**config.mk**
```make
export PLATFORM = sky130hd
export DESIGN_NAME = bucket_fifo_16x8_flat
export DESIGN_NICKNAME = d
export VERILOG_FILES = /design/src/rtl/bucket_fifo_16x8_if.sv /design/src/rtl/bucket_fifo_16x8.sv /design/src/flat_wrapper.sv
export SDC_FILE = /design/constraint.sdc
export NUM_CORES = 1
export LEC_CHECK = 0
export ABC_CLOCK_PERIOD_IN_PS = 8100
export CAP_MARGIN = 20
export CORE_MARGIN = 3
export CORE_UTILIZATION = 50
export CTS_CLUSTER_DIAMETER = 80
export DETAILED_ROUTE_END_ITERATION = 12
export PLACE_DENSITY = 0.68
export SLEW_MARGIN = 20
export SYNTH_ARGS = -nofsm -noshare
export SYNTH_HDL_FRONTEND = slang
export SYNTH_SLANG_ARGS = --single-unit
```
**constraint.sdc**
```tcl
create_clock -name clk -period 8.1 [get_ports clk]
set_clock_uncertainty 0.15 [all_clocks]
set_input_delay 2.43 -clock clk [delete_from_list [all_inputs] [get_ports clk]]
set_output_delay 2.43 -clock clk [all_outputs]
set_load 0.01 [all_outputs]
```
**src/rtl/bucket_fifo_16x8_if.sv**
```systemverilog
// Byte-path interface for bucket_fifo_16x8.
// The producer/consumer side uses the master modport, the FIFO uses slave.
// Defining BBFIFO_ERR_FLAGS_EN adds the sticky overflow/underflow flags.
interface bucket_fifo_16x8_if #(
  parameter int WIDTH = 8
);
  logic [WIDTH-1:0] data_in;
  logic             write;
  logic             read;
  logic [WIDTH-1:0] data_out;
  logic             full;
  logic             half_full;
  logic             data_present;
`ifdef BBFIFO_ERR_FLAGS_EN
  logic             overflow;
  logic             underflow;
`endif

  modport master (
    output data_in, write, read,
    input  data_out, full, half_full, data_present
`ifdef BBFIFO_ERR_FLAGS_EN
    , input overflow, underflow
`endif
  );

  modport slave (
    input  data_in, write, read,
    output data_out, full, half_full, data_present
`ifdef BBFIFO_ERR_FLAGS_EN
    , output overflow, underflow
`endif
  );
endinterface

```
**src/rtl/bucket_fifo_16x8.sv**
```systemverilog
// 16 x 8 first-word-fall-through FIFO built as a bucket-brigade shifter.
// Each accepted write shifts every stored byte one slot deeper; ptr points
// at the oldest byte. Occupancy = data_present ? ptr+1 : 0.
// Optional macro BBFIFO_ERR_FLAGS_EN adds sticky overflow/underflow outputs.
module bucket_fifo_16x8 #(
  parameter int WIDTH = 8,
  parameter int DEPTH = 16
) (
  input logic               clk,
  input logic               reset,
  bucket_fifo_16x8_if.slave bus
);
  localparam int PW = $clog2(DEPTH);

  logic [WIDTH-1:0] sr [DEPTH];
  logic [PW-1:0]    ptr;
  logic             present;
  logic             full_int;
  logic             wr_ok;
  logic             rd_ok;

  assign full_int = present && (ptr == PW'(DEPTH - 1));
  // A write while full still goes in if the same cycle pops the oldest byte.
  assign wr_ok    = bus.write && (!full_int || bus.read);
  assign rd_ok    = bus.read && present;

  assign bus.full         = full_int;
  assign bus.half_full    = present && (ptr >= PW'(DEPTH / 2 - 1));
  assign bus.data_present = present;

  // Storage shift; no reset since occupancy alone decides what is valid.
  always_ff @(posedge clk) begin
    if (wr_ok) begin
      sr[0] <= bus.data_in;
      for (int i = 1; i < DEPTH; i++) begin
        sr[i] <= sr[i-1];
      end
    end
  end

  // Read pointer and presence flag; simultaneous write+read leaves both as-is
  // because the shift moves the next-oldest byte into the slot ptr selects.
  always_ff @(posedge clk or negedge reset) begin
    if (!reset) begin
      ptr     <= '0;
      present <= 1'b0;
    end else if (wr_ok && !rd_ok) begin
      if (present) ptr <= ptr + 1'b1;
      else         present <= 1'b1;
    end else if (rd_ok && !wr_ok) begin
      if (ptr != '0) ptr <= ptr - 1'b1;
      else           present <= 1'b0;
    end
  end

  // Oldest byte, forced to zero when empty so reset clears it immediately.
  always_comb begin
    bus.data_out = '0;
    if (present) bus.data_out = sr[ptr];
  end

`ifdef BBFIFO_ERR_FLAGS_EN
  logic ovf_q;
  logic unf_q;

  // Sticky error flags, cleared only by reset.
  always_ff @(posedge clk or negedge reset) begin
    if (!reset) begin
      ovf_q <= 1'b0;
      unf_q <= 1'b0;
    end else begin
      if (bus.write && !wr_ok)   ovf_q <= 1'b1;
      if (bus.read && !present)  unf_q <= 1'b1;
    end
  end

  assign bus.overflow  = ovf_q;
  assign bus.underflow = unf_q;
`endif

endmodule

```
**src/flat_wrapper.sv**
```systemverilog
// flat-port wrapper written by rule: the top's interface ports become plain ports
module bucket_fifo_16x8_flat 
#(
  parameter int WIDTH = 8,
  parameter int DEPTH = 16
)
  (clk, reset, bus_data_in, bus_write, bus_read, bus_data_out, bus_full, bus_half_full, bus_data_present);
  bucket_fifo_16x8_if #(.WIDTH(WIDTH)) bus_i ();
  input logic clk;
  input logic reset;
  input wire logic [$bits(bus_i.data_in)-1:0] bus_data_in;
  input wire logic [$bits(bus_i.write)-1:0] bus_write;
  input wire logic [$bits(bus_i.read)-1:0] bus_read;
  output wire logic [$bits(bus_i.data_out)-1:0] bus_data_out;
  output wire logic [$bits(bus_i.full)-1:0] bus_full;
  output wire logic [$bits(bus_i.half_full)-1:0] bus_half_full;
  output wire logic [$bits(bus_i.data_present)-1:0] bus_data_present;
  assign bus_i.data_in = bus_data_in;
  assign bus_i.write = bus_write;
  assign bus_i.read = bus_read;
  assign bus_data_out = bus_i.data_out;
  assign bus_full = bus_i.full;
  assign bus_half_full = bus_i.half_full;
  assign bus_data_present = bus_i.data_present;
  bucket_fifo_16x8 #(.WIDTH(WIDTH), .DEPTH(DEPTH)) u_core (.clk(clk), .reset(reset), .bus(bus_i));
endmodule
```
==> impl_metrics.py, run 1 <==
metrics = {
    "layout": {
        "fin_area_sq_um": 6280,
        "drive_gt1_share_pct": 18.5,
        "fin_nets": 316,
        "syn_to_final_growth_pct": 18.2,
        "n_antenna_cell": 0,
    },
    "detailed_routing": {
        "vias": 2633,
        "wl_um": 9040,
        "remaining_drc_errors": 0,
        "drt-initial-drc-count": 161,
        "first_pass_iters": 4,
        "ant_nets": 0,
        "via_per_inst": 5.90,
        "wl_per_cell_um": 20.3,
    },
    "sta": {
        "period_needed_ns": 5.83,
        "rsz0062_at_grt": "no",
        "fin_crit_sh_pct": 72.0,
        "worst_pin_slew_ns": 0.920,
        "setup_viol": 0,
        "tns_ns": 0,
        "hold_viol_final": 0,
        "relSlewSlack_pct": 38.6,
        "clock.fmax_ghz": 0.172,
        "drv_slew": 0,
    },
    "power_and_ir_drop": {
        "clkPwrFrac_pct": 33.6,
        "power.density_nw_per_um2": 394,
        "ir_drop_mv": 0.324,
        "p_leak_uw": 0.00220,
        "power.total_uw": 2470,
        "p_switching_uw": 700,
        "power_frac_seq_pct": 39.6,
        "p_int_uw": 1770,
        "power_frac_comb_pct": 26.8,
        "power_switching_share_pct": 28.3,
    },
    "clock_network": {
        "postCtsSetupBuffers": 0,
        "insertion_delay_ns": 0.52,
        "ctsResizeCount": 0,
        "cts.reportedPaths.clkPinSlew_ns": 0.06,
        "cts-hold-fix-buffers": 0,
        "cts.sink_count": 133,
        "cts_tree": "done",
        "cts_root_buffer": "clkbuf_8",
        "cts-htree-levels": 4,
        "cts_buffers": 17,
        "clock_path_buffers": 2,
    },
    "worst_hold_path": {
        "hold_class": "flop to flop",
    },
    "logic_synthesis": {
        "postSynthAreaPerCell_sq_um": 19.7,
        "synth_compound_gate_area_share_pct": 5.68,
        "ys.flop_type": "edfxtp_1",
        "syn_area_sq_um": 5310,
        "syn_nets": 285,
        "syn_inst": 269,
        "synth_top_area_cell": "edfxtp_1",
        "synth_top_family_by_area": "multiplexers",
        "synth_seq_cells": 133,
        "yosys.cell_count.top_type": "edfxtp_1",
        "netlist_top_cells_area": "edfxtp_1, mux4_2, mux2i_1",
        "yosysSeqAreaShare_pct": 74.7,
        "synthArstFlopShare_pct": 3.76,
        "synth_warnings": 0,
        "synthMuxAreaShare_pct": 13.8,
        "synth_cell_type_count": 41,
        "synth_top_area_share_pct": 72.4,
        "synth_xor_area_share_pct": 0.330,
        "synth-edff-count": 128,
        "yosys.area_share.simple_pct": 2.26,
        "synthAdderAreaFrac_pct": 1.08,
        "synthTopCellsByCount": "edfxtp_1, mux2i_1, mux4_2",
    },
    "placement": {
        "post_dp_cell_area_sq_um": 5630,
        "dp_hpwl_um": 5400,
        "gp_congestion": 0.744,
        "io_buffers": 22,
    },
    "critical_path": {
        "crit_end": "bus_data_out[0]",
        "cp.arrival_ns": 3.25,
        "critPathLaunchType": "flop",
        "path_class": "flop to output pin",
        "startpoint": "u_core.ptr[1]",
        "reg2reg_setup_slack_ns": 4.35,
        "worstReg2RegStart": "u_core.ptr[0]",
        "worstReg2RegEnd": "u_core.ptr[3]",
        "cp-end-kind": "output pin",
        "reg2reg_depth": 10,
        "cp_max_fo": 25,
        "crit_required_ns": 5.52,
    },
    "status": {
        "status": "finished clean",
    },
    "die": {
        "fp.dieH_um": 109,
        "dieWidth_um": 109,
        "dieArea_sq_um": 11900,
        "core-area_sq_um": 10000,
        "start_util_pct": 52.9,
        "rows": 36,
        "io_pins": 23,
    },
    "grt": {
        "overflow": 0,
        "grt_antenna_before_repair": 0,
        "track_usage_pct": 17.0,
        "grt_pass1_vias": 2648,
        "grt_pass1_wl_um": 14500,
        "grt_max_degree": 92,
    },
    "job": {
        "cap_violations": 0,
    },
}
## state kept, by name, indices dropped and copies added (netlist names)
signal,flops
u_core.sr,128
u_core.ptr,4
u_core.bus.data_present,1
## power groups by stage
stage	clock network, uW	logic [uW]	registers [uW]
2_1_floorplan	0	523	920
4_1_cts	846	673	980
5_1_grt	875	720	996
3_5_place_dp	0	670	991
3_3_place_gp	0	661	987
6_report	831	664	978
## final cells by class
cell class / instances / area (sq um)
Sequential cell: 133 / 3970
Fill cell: 706 / 3770
Multi-Input combinational cell: 119 / 1230
Clock buffer: 21 / 449
Timing Repair Buffer: 25 / 246
Clock inverter: 11 / 199
Tap cell: 133 / 166
Inverter: 4 / 15.0
## through the flow
step | util, % | std cells | hold slack [ns] | setup WS (ns)
2_1_floorplan | - | 269 | 0.267 | 0.568
3_3_place_gp | 56.0 | 414 | 0.276 | 2.73
3_5_place_dp | 56.0 | 414 | 0.280 | 2.58
4_1_cts | 62.5 | 446 | 0.293 | 2.20
5_1_grt | 62.5 | 446 | 0.303 | 2.11
6_report | 62.5 | 446 | 0.292 | 2.27
## cells in the final DEF (no fill, tap or decap), types with 4 or more instances in the layout
cell type / count
o32ai_1: 4
clkdlybuf4s50_1: 22
o22ai_1: 4
edfxtp_1: 128
o21ai_0: 7
a21oi_1: 6
dfrtp_1: 4
bufinv_16: 5
nand2_1: 4
clkbuf_16: 16
a21boi_1: 4
inv_1: 4
mux2i_1: 26
nor2_1: 9
mux4_2: 17
## cell families (layout without fill, tap and decap cells)
| logic type | after synthesis | after routing |
|---|---|---|
| AOI/OAI and AO/OA | 42 | 42 |
| xor gates and xnor gates | 2 | 2 |
| adders and majority gates | 4 | 4 |
| buffers and inverters | 17 | 61 |
| DFF | 133 | 133 |
| muxes | 48 | 48 |
| and+or+nand+nor | 23 | 23 |
## worst min-delay path by stage
stage                startpoint                to  slack (ns)  cells after the start
6_report        u_core.sr[1][5]   u_core.sr[2][5]        0.29                      0
3_5_place_dp    u_core.sr[8][0]   u_core.sr[9][0]        0.28                      0
2_1_floorplan   u_core.sr[2][7]   u_core.sr[3][7]        0.27                      0
3_3_place_gp   u_core.sr[12][1]  u_core.sr[13][1]        0.28                      0
4_1_cts         u_core.sr[5][7]   u_core.sr[6][7]        0.29                      0
5_1_grt         u_core.sr[8][1]   u_core.sr[9][1]        0.30                      0
## layer usage
metal | global-route usage, % | part of all wire [%]
met5 | 0 | 0
met4 | 7.48 | 1.6
met3 | 5.57 | 6.1
met2 | 23.6 | 45
met1 | 24.8 | 47
## worst max-delay path, stage by stage, from the launching register on
cell and delay, ns:
dfrtp_2 0.68, buf_4 0.46, mux4_1 0.60, a22o_1 0.24
a221o_1 0.26, clkdlybuf4s50_1 0.48
Power figures use the tool's default switching activity.
==> inputs of run 2 (changes only) <==
- ABC_CLOCK_PERIOD_IN_PS: 8100 -> 5500
- clock period: 8.1 -> 5.5 ns (I/O delays scaled with it)
==> impl_metrics.py, run 2 (same netlist as run 1, synthesis figures left out) <==
metrics = {
    "status": {
        "status": "finished clean",
    },
    "sta": {
        "rsz0062_at_grt": "no",
        "clock.fmax_ghz": 0.205,
        "period_needed_ns": 4.87,
        "setup_viol": 0,
        "tns_ns": 0,
        "relSlewSlack_pct": 42.1,
        "worst_pin_slew_ns": 0.869,
        "hold_viol_final": 0,
        "fin_crit_sh_pct": 88.6,
        "timing.hold.ws_ns": 0.296,
        "drv_slew": 0,
    },
    "power_and_ir_drop": {
        "p_int_uw": 2460,
        "ir_drop_mv": 0.286,
        "power_frac_seq_pct": 41.8,
        "p_leak_uw": 0.00218,
        "power_frac_comb_pct": 27.5,
        "power_switching_share_pct": 29.9,
        "power.total_uw": 3510,
        "clkPwrFrac_pct": 30.7,
        "power.density_nw_per_um2": 564,
        "p_switching_uw": 1050,
    },
    "layout": {
        "drive_gt1_share_pct": 18.8,
        "ff_latch_area_sq_um": 3970,
        "top_register": "u_core.sr",
        "n_fill_cell": 712,
        "layout_commonest_cell": "edfxtp_1",
        "largest_reg_flops": 128,
        "syn_to_final_growth_pct": 17.2,
        "multiInputGateArea_sq_um": 1240,
        "fin_nets": 317,
        "mostFrequentLayoutCells": "edfxtp_1, mux2i_1, clkdlybuf4s50_1",
        "n_antenna_cell": 0,
        "fin_cells": 447,
    },
    "detailed_routing": {
        "remaining_drc_errors": 0,
        "vias": 2621,
        "wl_um": 9230,
        "first_pass_iters": 4,
        "ant_nets": 0,
        "drt-initial-drc-count": 208,
        "via_per_inst": 5.86,
        "wl_per_cell_um": 20.7,
    },
    "clock_network": {
        "postCtsSetupBuffers": 0,
        "ctsResizeCount": 0,
        "cts_tree": "done",
        "cts.sink_count": 133,
        "cts-hold-fix-buffers": 0,
        "cts_root_buffer": "clkbuf_8",
        "cts-htree-levels": 4,
        "cts_buffers": 17,
        "cts.reportedPaths.clkPinSlew_ns": 0.06,
        "clock_path_buffers": 2,
        "insertion_delay_ns": 0.52,
    },
    "grt": {
        "track_usage_pct": 17.1,
        "grt_max_degree": 72,
        "grt_pass1_vias": 2709,
        "grt_antenna_before_repair": 0,
        "grt_pass1_wl_um": 14700,
        "overflow": 0,
    },
    "critical_path": {
        "cp.arrival_ns": 3.07,
        "cp-end-kind": "output pin",
        "slowest_stage": "dfrtp_2",
        "cp_max_fo": 31,
        "crit_required_ns": 3.70,
        "crit_chain": "buf_4 -> mux2i_1 -> a221oi_1 -> o21ai_0 -> a21boi_1 -> clkdlybuf4s50_1",
        "crit_path_max_incr_delay_ns": 0.89,
        "critPathLaunchType": "flop",
        "path_class": "flop to output pin",
    },
    "die": {
        "fp.dieH_um": 109,
        "io_pins": 23,
        "start_util_pct": 52.9,
        "rows": 36,
        "core-area_sq_um": 10000,
        "dieWidth_um": 109,
        "dieArea_sq_um": 11900,
    },
    "job": {
        "cap_violations": 0,
    },
    "placement": {
        "dp_hpwl_um": 5580,
        "io_buffers": 22,
        "place_inst": 415,
        "gp_congestion": 0.784,
    },
    "worst_hold_path": {
        "hold_class": "flop to flop",
    },
}
[run 2: cell types whose count changed in the layout (fill, tap and decap cells not counted), sizes merged]
cell	previous run	this run
clkinv	2	7
clkbuf	21	17
bufinv	5	2
inv	5	8
buf	3	4
clkinvlp	3	2
[run 2: area by class of cell]
type                       instances  share of cell area [%]
sequential                       133                    63.8
clock inverter                    15                    2.47
inverter                           4                   0.241
timing repair buffer              26                    4.22
tap                              133                    2.67
multi-input combinational        119                    19.9
clock buffer                      17                    6.66
[run 2: power by group through the flow]
stage	logic (uW)	clock network (uW)	registers [uW]
2_1_floorplan	770	0	1350
3_3_place_gp	953	0	1480
3_5_place_dp	967	0	1490
4_1_cts	972	1100	1470
5_1_grt	1040	1140	1500
6_report	963	1080	1470
[run 2: worst max-delay path, delay by kind of cell, from the launching register on]
family	cells	cell delay, ns
multiplexers	1	0.11
AO/OA/AOI/OAI	3	0.60
buffers and inverters	2	0.95
flip-flops	1	0.89
[run 2: path summary, 6_finish.rpt]
check	startpoint	endpoint	slack [ns]	depth (start not counted)
worst max-delay path	u_core.ptr[1]	bus_data_out[5]	0.63	6
worst min-delay path	u_core.sr[2][7]	u_core.sr[3][7]	0.30	0
worst max register to register	u_core.ptr[0]	u_core.ptr[3]	2.25	10
worst min register to register	u_core.sr[2][7]	u_core.sr[3][7]	0.30	0
max in group asynchronous	reset	u_core.ptr[1]	3.77	1
min in group asynchronous	reset	u_core.ptr[0]	1.21	1
[run 2: metrics by stage]
step / worst slack [ns] / utilization (%) / cell area (sq um)
4_1_cts: 0.591 / 61.9 / 6220
5_1_grt: 0.397 / 61.9 / 6220
6_report: 0.630 / 61.9 / 6220
3_5_place_dp: 1.14 / 56.3 / 5650
2_1_floorplan: 0.379 / - / 5310
3_3_place_gp: 1.15 / 56.3 / 5650
[run 2: per-layer routing]
layer | up-vias | share of wire [%] | track usage, %
met2 | 75 | 47 | 25.1
met4 | 0 | 0.97 | 5.68
li1 | 1183 | - | -
met5 | - | 0 | 0
met3 | 7 | 4.9 | 5.21
met1 | 1356 | 47 | 24.7
==> inputs of run 3 (changes only) <==
- SLEW_MARGIN: 20 -> 10
==> results of run 3 <==
The final DEF is identical to that of run 2; final timing and power are the same.
